File: src/rtl/fifo_wr_arbiter.sv
// fifo_wr_arbiter
// Shares the single write port of a small FIFO between two producers.
// Ownership is granted in round-robin bursts of up to MAX_BURST beats.
// A burst is cut short to one beat while the FIFO reports its threshold.
// No write is ever issued while the FIFO is full; the owner simply stalls.
// Per-producer saturating counters record cycles spent valid but not accepted.

module fifo_wr_arbiter #(
   parameter int DATA_W    = 8,
   parameter int MAX_BURST = 4,
   parameter int CNT_W     = 8
) (
   input  logic              clk,
   input  logic              rst,
   input  logic              req0_valid,
   input  logic [DATA_W-1:0] req0_data,
   output logic              req0_ready,
   input  logic              req1_valid,
   input  logic [DATA_W-1:0] req1_data,
   output logic              req1_ready,
   input  logic              fifo_full,
   input  logic              fifo_threshold,
   output logic              wr,
   output logic [DATA_W-1:0] data_out,
   output logic [1:0]        gnt,
   output logic [CNT_W-1:0]  stall0_cnt,
   output logic [CNT_W-1:0]  stall1_cnt
);

   // State encoding doubles as the one-hot grant vector.
   localparam logic [1:0] ST_IDLE = 2'b00;
   localparam logic [1:0] ST_OWN0 = 2'b01;
   localparam logic [1:0] ST_OWN1 = 2'b10;

   // Beat count at which the current write completes a full burst.
   localparam logic [3:0] BURST_LAST = 4'(MAX_BURST - 1);

   logic [1:0]        r_state;
   logic [1:0]        w_state_next;
   logic [3:0]        r_beat_cnt;
   logic [3:0]        w_beat_cnt_next;
   logic              r_last;
   logic              w_last_next;

   logic [1:0]        w_valid;
   logic [1:0]        w_ready;
   logic [1:0]        w_own;
   logic [DATA_W-1:0] w_data [2];
   logic [CNT_W-1:0]  r_stall_cnt [2];

   logic              w_own_idx;
   logic              w_wr;
   logic              w_owner_valid;
   logic              w_other_valid;
   logic              w_burst_end;
   logic              w_release;

   assign w_valid   = {req1_valid, req0_valid};
   assign w_data[0] = req0_data;
   assign w_data[1] = req1_data;
   assign w_own     = r_state;
   assign w_own_idx = r_state[1];

   // Per-producer accept and stall accounting.
   generate
      for (genvar gi = 0; gi < 2; gi++) begin : g_prod
         // Only the owner may be accepted, never into a full FIFO, never during reset.
         assign w_ready[gi] = !rst && w_own[gi] && !fifo_full;

         // Count cycles the producer waits with a beat pending; saturate at all-ones.
         always_ff @(posedge clk) begin
            if (rst) begin
               r_stall_cnt[gi] <= '0;
            end else if (w_valid[gi] && !w_ready[gi] && (r_stall_cnt[gi] != {CNT_W{1'b1}})) begin
               r_stall_cnt[gi] <= r_stall_cnt[gi] + 1'b1;
            end
         end
      end
   endgenerate

   assign w_wr          = |(w_ready & w_valid);
   assign w_owner_valid = |(w_valid & w_own);
   // Swap the ownership bits to find the valid of the producer that is waiting.
   assign w_other_valid = |(w_valid & {w_own[0], w_own[1]});
   // A write ends the burst either on its last beat or when the FIFO is filling up.
   assign w_burst_end   = w_wr && ((r_beat_cnt == BURST_LAST) || fifo_threshold);
   assign w_release     = (r_state != ST_IDLE) && (!w_owner_valid || w_burst_end);

   assign req0_ready = w_ready[0];
   assign req1_ready = w_ready[1];
   assign wr         = w_wr;
   assign data_out   = w_wr ? w_data[w_own_idx] : '0;
   assign gnt        = r_state;
   assign stall0_cnt = r_stall_cnt[0];
   assign stall1_cnt = r_stall_cnt[1];

   // Next grant, burst count and round-robin pointer.
   always_comb begin
      w_state_next    = r_state;
      w_beat_cnt_next = r_beat_cnt + {3'b000, w_wr};
      w_last_next     = r_last;
      case (r_state)
         ST_IDLE: begin
            w_beat_cnt_next = '0;
            if (req0_valid && req1_valid) begin
               // Tie goes to whoever was not served most recently.
               w_state_next = r_last ? ST_OWN0 : ST_OWN1;
               w_last_next  = !r_last;
            end else if (req0_valid) begin
               w_state_next = ST_OWN0;
               w_last_next  = 1'b0;
            end else if (req1_valid) begin
               w_state_next = ST_OWN1;
               w_last_next  = 1'b1;
            end
         end
         ST_OWN0, ST_OWN1: begin
            if (w_release) begin
               w_beat_cnt_next = '0;
               if (w_other_valid) begin
                  // Hand straight over to the waiting producer, no idle bubble.
                  w_state_next = {w_own[0], w_own[1]};
                  w_last_next  = !w_own_idx;
               end else if (w_owner_valid) begin
                  // Burst ended by length or threshold with nobody else waiting: new burst.
                  w_state_next = r_state;
                  w_last_next  = w_own_idx;
               end else begin
                  w_state_next = ST_IDLE;
               end
            end
         end
         default: begin
            w_state_next    = ST_IDLE;
            w_beat_cnt_next = '0;
         end
      endcase
   end

   // Grant state registers; reset leaves the arbiter idle with producer 0 favoured.
   always_ff @(posedge clk) begin
      if (rst) begin
         r_state    <= ST_IDLE;
         r_beat_cnt <= '0;
         r_last     <= 1'b1;
      end else begin
         r_state    <= w_state_next;
         r_beat_cnt <= w_beat_cnt_next;
         r_last     <= w_last_next;
      end
   end

endmodule

File: config.mk
export PLATFORM = sky130hd
export DESIGN_NAME = fifo_wr_arbiter
export DESIGN_NICKNAME = d
export VERILOG_FILES = /design/src/rtl/fifo_wr_arbiter.sv
export SDC_FILE = /design/constraint.sdc
export NUM_CORES = 1
export LEC_CHECK = 0
export ABC_AREA = 1
export ABC_CLOCK_PERIOD_IN_PS = 1900
export CORE_ASPECT_RATIO = 1.25
export CORE_MARGIN = 1.5
export CORE_UTILIZATION = 45
export CTS_CLUSTER_SIZE = 30
export DETAILED_ROUTE_END_ITERATION = 7
export GPL_TIMING_DRIVEN = 1
export HOLD_SLACK_MARGIN = 0.05
export PLACE_DENSITY = 0.85
export SYNTH_ARGS = -nofsm -noshare
export SYNTH_HDL_FRONTEND = slang
export SYNTH_SLANG_ARGS = --single-unit
File: constraint.sdc
create_clock -name clk -period 1.9 [get_ports clk]
set_input_delay 0.475 -clock clk [delete_from_list [all_inputs] [get_ports clk]]
set_output_delay 0.475 -clock clk [all_outputs]
set_load 0.005 [all_outputs]
==> Yosys cells after proc, flatten, opt, wreduce, memory -nomap -nowiden <==
Memories as Yosys holds them, arrays and structs flattened.
Cells that the tools add are included.
{ "op_classes": {"add_sub_neg": 3, "magnitude_cmp": 1, "mux": 29, "eq_ne": 9, "n_reduce_logical": 30, "bitwise": 7} }
{ "op_table": {"columns": ["op", "count"], "rows": [
  ["2-to-1 mux 8 bit", 6],
  ["adder 8 x 1 -> 8 bit, second input constant", 2],
  ["inequality test 8 bit, second input constant", 2],
  ["2-to-1 mux 1 bit", 14],
  ["2-to-1 mux 2 bit", 7],
  ["logical AND 1 bit", 11],
  ["OR reduction 2 bit", 4],
  ["logical NOT 1 bit", 7],
  ["AND 2 bit", 3],
  ["inequality test 3 bit, second input constant", 2],
  ["adder 4 x 1 -> 4 bit", 1],
  ["equality test 4 x 2 -> 1 bit, second input constant", 1],
  ["inequality test 4 bit, second input constant", 1],
  ["one-hot mux 2 bit (2 select lines)", 1],
  ["AND reduction 4 bit", 1],
  ["nonzero test 2 bit", 2],
  ["AND reduction 3 bit", 1],
  ["OR reduction 3 bit", 1],
  ["equality test 2 x 1 -> 1 bit, second input constant", 1],
  ["equality test 2 bit, second input constant", 1],
  [">= comparator 2 bit, second input constant", 1],
  ["logical NOT 2 bit", 1],
  ["logical OR 1 bit", 2],
  ["inequality test 2 bit, second input constant", 1],
  ["4 further kinds", 5]
]} }
{ "totals": {"ramBits": 16, "mem_count": 1, "word_cells": 83, "output_inout_bits": 29, "inputBits": 22, "ff_bits": 7} }
{ "memory_table": {"columns": ["memory", "depth", "width", "read_ports", "rd_ports_with_merged_regs", "write_ports", "line", "rtl"], "rows": [
  ["r_stall_cnt", 2, 8, 2, 0, 2, "49", "logic [CNT_W-1:0] r_stall_cnt [2];"]
]} }

==> Logic depth before layout (Yosys ltp) <==
Gate-level depths: netlist of run 1.
{ "depth": {"word_depth": 10, "mapped_depth": 11, "depth_no_buf": 11} }

==> Worst setup path after synthesis of run 1 <==
No wires, ideal clock.
{ "synth_timing": {"path_kind": "register -> register", "from": "reg r_state[1], in the netlist gnt[1]", "to": "reg r_last", "path_slack_ps": 181, "required_time_ps": 1779, "period_less_slack_ps": 1719, "path_stages_with_launch": 11, "setup_time_ps": 121, "path_buffers": 2, "arrival_ps": 1598, "path_cell_list": "dfxtp_1 -> buf_6 -> inv_6 -> buf_2 -> ha_1 -> inv_1 -> nor2_1 -> a22oi_1 -> nand3_1 -> nand2_1 -> nand3_1"} }
{ "synth_via": {"elab_chain_cells": 9, "word_cells_on_any_way": 27, "classes_between": "5 x eq/ne; 4 x mux; 3 x bitwise; 15 x reduce/logical"} }
{ "synth_lines": {"columns": ["element", "line", "rtl"], "rows": [
  ["start, declared", "38", "logic [1:0] r_state;"],
  ["start signal, assigned", "147", "r_state <= w_state_next;"],
  ["logical AND 1 bit (2 in series)", "68", "assign w_ready[gi] = !rst && w_own[gi] && !fifo_full;"],
  ["AND 2 bit", "81", "assign w_wr = |(w_ready & w_valid);"],
  ["OR reduction 2 bit", "81", null],
  ["logical AND 1 bit", "86", "assign w_burst_end = w_wr && ((r_beat_cnt == BURST_LAST) || fifo_threshold);"],
  ["logical OR 1 bit", "87", "assign w_release = (r_state != ST_IDLE) && (!w_owner_valid || w_burst_end);"],
  ["logical AND 1 bit", "87", null],
  ["inequality test 2 bit (no source line)", null, null],
  ["AND reduction 4 bit (no source line)", null, null],
  ["end signal, assigned", "149", "r_last <= w_last_next;"],
  ["end, declared", "42", "logic r_last;"]
]} }
Parallel ways exist; a longest one is shown, timed or not. The select of a mux whose other input is x is not followed.
A chain may end at the register's enable or synchronous reset.

==> Final worst setup path of run 1 <==
{ "layout_timing": {"from": "reg r_state[0], in the netlist gnt[0]", "to": "out gnt[0]"} }
{ "layout_lines": {"columns": ["element", "line", "rtl"], "rows": [
  ["end, declared", "25", "output logic [1:0] gnt,"]
]} }
No word-level cell between the ends.

==> flow_summary_export.csv, run 1 <==
group,metric,value,unit
setup_path,slowest_stage,"clkdlybuf4s50_1",
power_and_ir_drop,p_sw_share,37.60,%
yosys,synthDistinctLibCells,30,
global_route,grt_pass1_wl,6.182,mm
setup_path,r2r_cells,5,
floorplanning,io_pins,51,
power_and_ir_drop,intPower,1161,uW
cts,holdBufCountCts,0,
routing,avgViaCountPerCell,5.209,
power_and_ir_drop,power_density,832.9,nW/um^2
timing,max_freq,0.5520,GHz
timing,hold_viol,0,
cts,cts_tree,"built",
power_and_ir_drop,p_leak,0.0009778,uW
power_and_ir_drop,fin_total_pwr,1861,uW
cts,cts_buffers,3,
finish,postLayoutCellArea,2235,sq um
power_and_ir_drop,peakVddDrop,0.0006535,V
setup_path,slowest_delay,510,ps
finish,layout.cells.non_filler,297,
yosys,yosys_warnings,0,
cts,ctsRootBufferMaster,"clkbuf_8",
yosys,synth_area,1495,sq um
yosys,ys_seq_area_share,41.51,%
cts,insertion_delay,270,ps
yosys,synth_area_per_cell,7.953,sq um
routing,first_pass_iters,4,
placed_design,placed_cells,292,
routing,routed_wl,3.688,mm
global_route,grt_use_total,22.70,%
setup_path,crit_chain,"buf_4 > clkdlybuf4s50_1",
timing,fin_skew,2.544,ps
global_route,grt_pass1_vias,1529,
routing,initialDrtViolationCount,27,
setup_path,cp-startpoint,"gnt[0]$_SDFFE_PP0P_",
placed_design,portBuffers,50,
finish,drive_above_1_share,24.23,%
setup_path,worst_r2r_endpoint,"r_stall_cnt[0][5]$_SDFFCE_PN0P_",
finish,finish.utilization,69.96,%
setup_path,cp.required,1420,ps
power_and_ir_drop,pwr-share-seq,35.5,%
setup_path,worst-path-max-fanout,4,
floorplanning,rows,23,
floorplanning,dieArea,3679,sq um
global_route,grt_start_max_net_pins,14,
setup_path,crit_cells,2,
timing,finalCriticalPeriod,1812,ps
timing,tightest_slew,344.6,ps
floorplanning,initial_core_util,46.81,%
finish,antenna_cells,0,
placed_design,post-place-ws,-596.4,ps
setup_path,start_kind,"flip-flop",
routing,avgRoutedWirePerCell,12.42,microns
routing,route.vias.total,1547,
setup_path,cp-endpoint,"gnt[0]",
routing,postRouteAntennaNets,0,
setup_path,end_kind,"primary output",
cts,clock_sinks,23,
floorplanning,dieWidth,54.56,microns
placed_design,dpl_cell_area,2181,sq um
timing,setup_ws,88.25,ps
timing,rsz0062_at_grt,"false",
setup_path,critPathTopFamily,"buffers and inverters",
global_route,antenna_found_initial,0,
floorplanning,die_h,67.45,microns
placed_design,post-dp-hpwl,2.896,mm
floorplanning,coreArea,3194,sq um
outcome,status,"finished, final reports clean",
hold_path,hp-class,"flip-flop to flip-flop",
setup_path,cp_num_buf_inv,2,
placed_design,place.gp.congestion,0.8500,
cts,cts_buffer_depth,2,
setup_path,cp.arrival,1340,ps
yosys,syn_nets,217,
flow_run,max-cap-violations,0,
setup_path,critical_path_class,"flip-flop to primary output",
finish,nNetsFinal,290,
global_route,grt_overflow,0,
setup_path,rrSetupSlack,110,ps
timing,max_slew_margin,76.85,%
finish,syn_to_final_growth,49.46,%
routing,drc,0,
timing,fin_crit_sh,95.36,%
cts,h-tree-depth,1,
timing,setup_viol_count_final,0,
power_and_ir_drop,power_switching,699.9,uW
timing,drv_slew,0,
yosys,ys_ff_latch,23,
setup_path,timing.rr.start,"r_stall_cnt[0][1]$_SDFFCE_PN0P_",
power_and_ir_drop,pwr-share-clk,16.7,%
cts,clk_pin_slew,80,ps
yosys,netlist_instances,188,
power_and_ir_drop,p_comb_share,47.8,%
[cell families (layout without fill, tap and decap cells)]
family,after synthesis,count (layout),synth area share [%]
AND/OR/NAND/NOR,102,102,32.97
flip-flops,23,23,41.51
adder cells (fa/ha/maj),7,7,5.857
buffers and inverters,29,101,8.200
XOR/XNOR,5,5,2.929
AO/OA/AOI/OAI,22,22,8.535
[timing repair]
item	4_1_cts	5_1_grt
gates cloned	0	0
pin swaps	3	2
setup endpoints to repair	41	1
buffers inserted	1	0
resized for setup	54	6
[registers in the layout, summed over array words and instances (netlist names)]
| name | flops |
|---|---|
| r_stall_cnt | 16 |
| r_beat_cnt | 4 |
| gnt | 2 |
| r_last | 1 |
[metrics by stage]
stage	hold WS, ps	setup TNS [ps]
after floorplan	423.6	0
after global placement	442.9	-17060
after detailed placement	441.9	-17720
after CTS	492.7	0
after global routing	511.3	0
final	495.6	0
[layout by cell type (no fill, tap or decap), types with 2 or more instances in the layout]
cell type / count
a21oi_1: 5
a21oi_2: 8
a31oi_1: 2
buf_2: 8
buf_4: 18
clkbuf_8: 3
clkdlybuf4s50_1: 35
dfxtp_1: 7
dlygate4sd2_1: 4
edfxtp_1: 16
ha_1: 7
inv_1: 21
inv_2: 4
nand2_1: 46
nand2_2: 5
nand3_1: 10
nand4_1: 7
nor2_1: 19
nor3_1: 2
nor3_2: 3
nor3b_2: 3
o21ai_0: 3
or2_1: 2
xnor2_1: 3
xor2_1: 2
[tightest hold or removal path, cell delays in order (launching register included)]
cell and delay [ps]:
dfxtp_1 340, nand2_1 70, nand3_1 70
[layer usage]
layer / GRT usage [%] / up-vias / wire [microns]
li1: - / 770 / -
met1: 25.28 / 706 / 1421
met2: 41.57 / 64 / 1992
met3: 4.425 / 7 / 228
met4: 7.813 / 0 / 45
met5: 0 / - / 0
[power groups by stage]
stage | Sequential [uW] | Clock (uW) | Combinational (uW)
6_report | 661 | 310 | 890
5_1_grt | 668 | 333 | 992
4_1_cts | 660 | 310 | 884
3_5_place_dp | 671 | 0 | 857
3_3_place_gp | 666 | 0 | 835
2_1_floorplan | 675 | 0 | 483
[cells in the mapped netlist]
cell,number,area [sq um]
edfxtp_1,16,480.5
nand4_1,7,43.79
buf_6,1,11.26
nor3_1,3,15.01
ha_1,7,87.58
dfxtp_1,7,140.1
a21oi_1,13,65.06
inv_1,23,86.33
o21ai_2,1,8.760
or2_2,1,6.260
nor3_2,3,30.03
or2_0,1,6.260
or3_1,1,6.260
xor2_1,2,17.52
o21ai_0,3,15.01
buf_2,1,5.000
nor3b_2,3,37.54
nand3_2,1,10.01
inv_2,3,11.26
nor2_1,19,71.32
a31oi_1,2,12.51
a22oi_1,1,7.510
a31oi_2,1,12.51
nand3_1,10,50.05
inv_6,1,8.760
nand2_2,5,31.28
or2_1,2,12.51
xnor2_1,3,26.28
nand2_1,46,172.7
o22ai_1,1,6.260
[area by class of cell]
class | count | area, sq um
inverter | 27 | 111.4
clock buffer | 4 | 45.04
multi-input combinational | 136 | 793.3
sequential | 23 | 620.6
timing repair buffer | 70 | 618.1
fill | 262 | 959.7
tap | 37 | 46.29
[how the worst min path moves through the flow]
stage	startpoint	end	slack, ps	cells after the start
floorplan	r_last$_SDFFE_PP1P_	r_last$_SDFFE_PP1P_	420	2
global placement	r_last$_SDFFE_PP1P_	r_last$_SDFFE_PP1P_	440	2
detailed placement	r_last$_SDFFE_PP1P_	r_last$_SDFFE_PP1P_	440	2
CTS	r_last$_SDFFE_PP1P_	r_last$_SDFFE_PP1P_	490	2
global route	r_last$_SDFFE_PP1P_	r_last$_SDFFE_PP1P_	510	2
finish	r_last$_SDFFE_PP1P_	r_last$_SDFFE_PP1P_	500	2
Power figures use the tool's default switching activity.
==> inputs of run 2 (changes only) <==
--- a/config.mk
+++ b/config.mk
@@ -7,7 +7,6 @@
 export LEC_CHECK = 0
 export ABC_AREA = 1
 export ABC_CLOCK_PERIOD_IN_PS = 1900
-export CORE_ASPECT_RATIO = 1.25
 export CORE_MARGIN = 1.5
 export CORE_UTILIZATION = 45
 export CTS_CLUSTER_SIZE = 30
==> run 2 against run 1 <==
Net effect:
- global-route usage is 4.1 points lower
- die area barely moved
- maximum frequency fell by 1.3%
- wire length decreased by 12%
- critical path depth unchanged
- power down 7.4%
- via count is 4.8% lower
- largest power group unchanged
- highest routed layer unchanged
==> flow_summary_export.csv, run 2 (synthesized netlist as in run 1, its figures left out) <==
group,metric,value,unit
routing,route.vias.total,1473,
placed_design,post-dp-hpwl,2.598,mm
floorplanning,initial_core_util,48.19,%
cts,cts_buffers,3,
cts,ctsRootBufferMaster,"clkbuf_4",
setup_path,cp_num_buf_inv,2,
routing,drc,0,
finish,syn_to_final_growth,47.28,%
floorplanning,die_h,60.64,microns
power_and_ir_drop,intPower,1071,uW
finish,finish.utilization,70.97,%
placed_design,portBuffers,50,
floorplanning,io_pins,51,
floorplanning,dieWidth,60.64,microns
power_and_ir_drop,power_density,782.8,nW/um^2
placed_design,placed_cells,298,
finish,largest-register,"r_stall_cnt",
timing,rsz0062_at_grt,"false",
setup_path,crit_chain,"buf_6 > clkdlybuf4s50_1",
outcome,status,"finished, final reports clean",
power_and_ir_drop,p_leak,0.0009583,uW
cts,h-tree-depth,1,
power_and_ir_drop,p_sw_share,37.84,%
setup_path,slowest_stage,"clkdlybuf4s50_1",
timing,whs,476.3,ps
global_route,grt_start_max_net_pins,14,
global_route,grt_overflow,0,
cts,insertion_delay,320,ps
cts,cts_tree,"built",
routing,postRouteAntennaNets,0,
finish,nNetsFinal,288,
hold_path,hp-class,"flip-flop to flip-flop",
finish,layout_commonest_cell,"nand2_1",
timing,hold_viol,0,
timing,max_slew_margin,81.48,%
timing,fin_skew,11.78,ps
floorplanning,dieArea,3677,sq um
finish,fill_cells,256,
setup_path,critPathTopFamily,"buffers and inverters",
timing,max_freq,0.5447,GHz
setup_path,rrSetupSlack,170,ps
power_and_ir_drop,pwr-share-seq,38.3,%
cts,cts_buffer_depth,2,
setup_path,cp.arrival,1360,ps
routing,routed_wl,3.260,mm
timing,fin_crit_sh,96.63,%
placed_design,place.gp.congestion,0.8025,
global_route,grt_pass1_wl,5.202,mm
global_route,antenna_found_initial,0,
setup_path,slowest_delay,520,ps
setup_path,cp.required,1420,ps
routing,avgRoutedWirePerCell,10.79,microns
setup_path,start_kind,"flip-flop",
global_route,grt_use_total,18.62,%
timing,finalCriticalPeriod,1836,ps
floorplanning,rows,20,
finish,layout.cells.non_filler,302,
timing,setup_ws,63.99,ps
routing,avgViaCountPerCell,4.877,
cts,clock_sinks,23,
global_route,grt_pass1_vias,1357,
timing,tightest_slew,277.9,ps
cts,clk_pin_slew,130,ps
flow_run,max-cap-violations,0,
finish,antenna_cells,0,
floorplanning,coreArea,3103,sq um
setup_path,worst-path-max-fanout,12,
timing,drv_slew,0,
timing,setup_viol_count_final,0,
power_and_ir_drop,p_comb_share,48.3,%
power_and_ir_drop,power_switching,652.3,uW
power_and_ir_drop,pwr-share-clk,13.3,%
placed_design,post-place-ws,-577.9,ps
power_and_ir_drop,peakVddDrop,0.0003708,V
routing,initialDrtViolationCount,96,
finish,drive_above_1_share,23.64,%
routing,first_pass_iters,4,
setup_path,end_kind,"primary output",
finish,largest_reg_flops,16,
finish,mostFrequentLayoutCells,"nand2_1 (46), clkdlybuf4s50_1 (35), inv_1 (21), nor2_1 (19)",
setup_path,critical_path_class,"flip-flop to primary output",
## run 2: timing repair
| action | in CTS | in global routing |
|---|---|---|
| hold buffers | 0 | 0 |
| pin swaps | 2 | 2 |
| buffers inserted | 1 | 0 |
| gates resized for setup | 50 | 8 |
| setup endpoints to repair | 12 | 10 |
## run 2: final cells by class
class | instances | area, sq um | share of cell area [%]
Sequential cell | 23 | 621.8 | 28.24
Clock buffer | 3 | 22.52 | 1.023
Tap cell | 44 | 55.05 | 2.500
Clock inverter | 1 | 5.005 | 0.2273
Inverter | 27 | 111.4 | 5.057
Multi-Input combinational cell | 136 | 788.3 | 35.80
Timing Repair Buffer | 68 | 598.1 | 27.16
## run 2: power by group through the flow
stage	registers (uW)	logic, uW	clock network, uW
5_1_grt	667	935	252
2_1_floorplan	675	483	0
3_3_place_gp	665	804	0
6_report	661	833	230
4_1_cts	660	832	234
3_5_place_dp	669	822	0
## run 2: stage by stage
step	TNS (ps)	total power, uW	cell area (sq um)
final	0	1724	2202
after global placement	-13700	1470	2170
after detailed placement	-14330	1491	2170
after CTS	0	1726	2183
after floorplan	0	1158	1495
after global routing	0	1855	2202
## run 2: path summary, 6_finish.rpt
check | from | end | cells after the start
setup / recovery | gnt[1]$_SDFFE_PP0P_ | gnt[1] | 2
hold / removal | r_last$_SDFFE_PP1P_ | r_last$_SDFFE_PP1P_ | 2
setup reg to reg | r_stall_cnt[1][1]$_SDFFCE_PN0P_ | r_stall_cnt[1][3]$_SDFFCE_PN0P_ | 8
hold reg to reg | r_last$_SDFFE_PP1P_ | r_last$_SDFFE_PP1P_ | 2
## run 2: tightest hold or removal path: cells and delay by family, from the launching register on
family	cells	cell delay [ps]
flops	1	350
simple gates	2	100
## run 2: per-layer routing
layer | part of all wire (%) | vias to the layer above | GRT usage (%)
met5 | 0 | - | 0
met4 | 0.55 | 0 | 5.590
met3 | 6.3 | 2 | 3.838
met2 | 50 | 55 | 35.18
met1 | 43 | 655 | 20.83
li1 | - | 761 | -
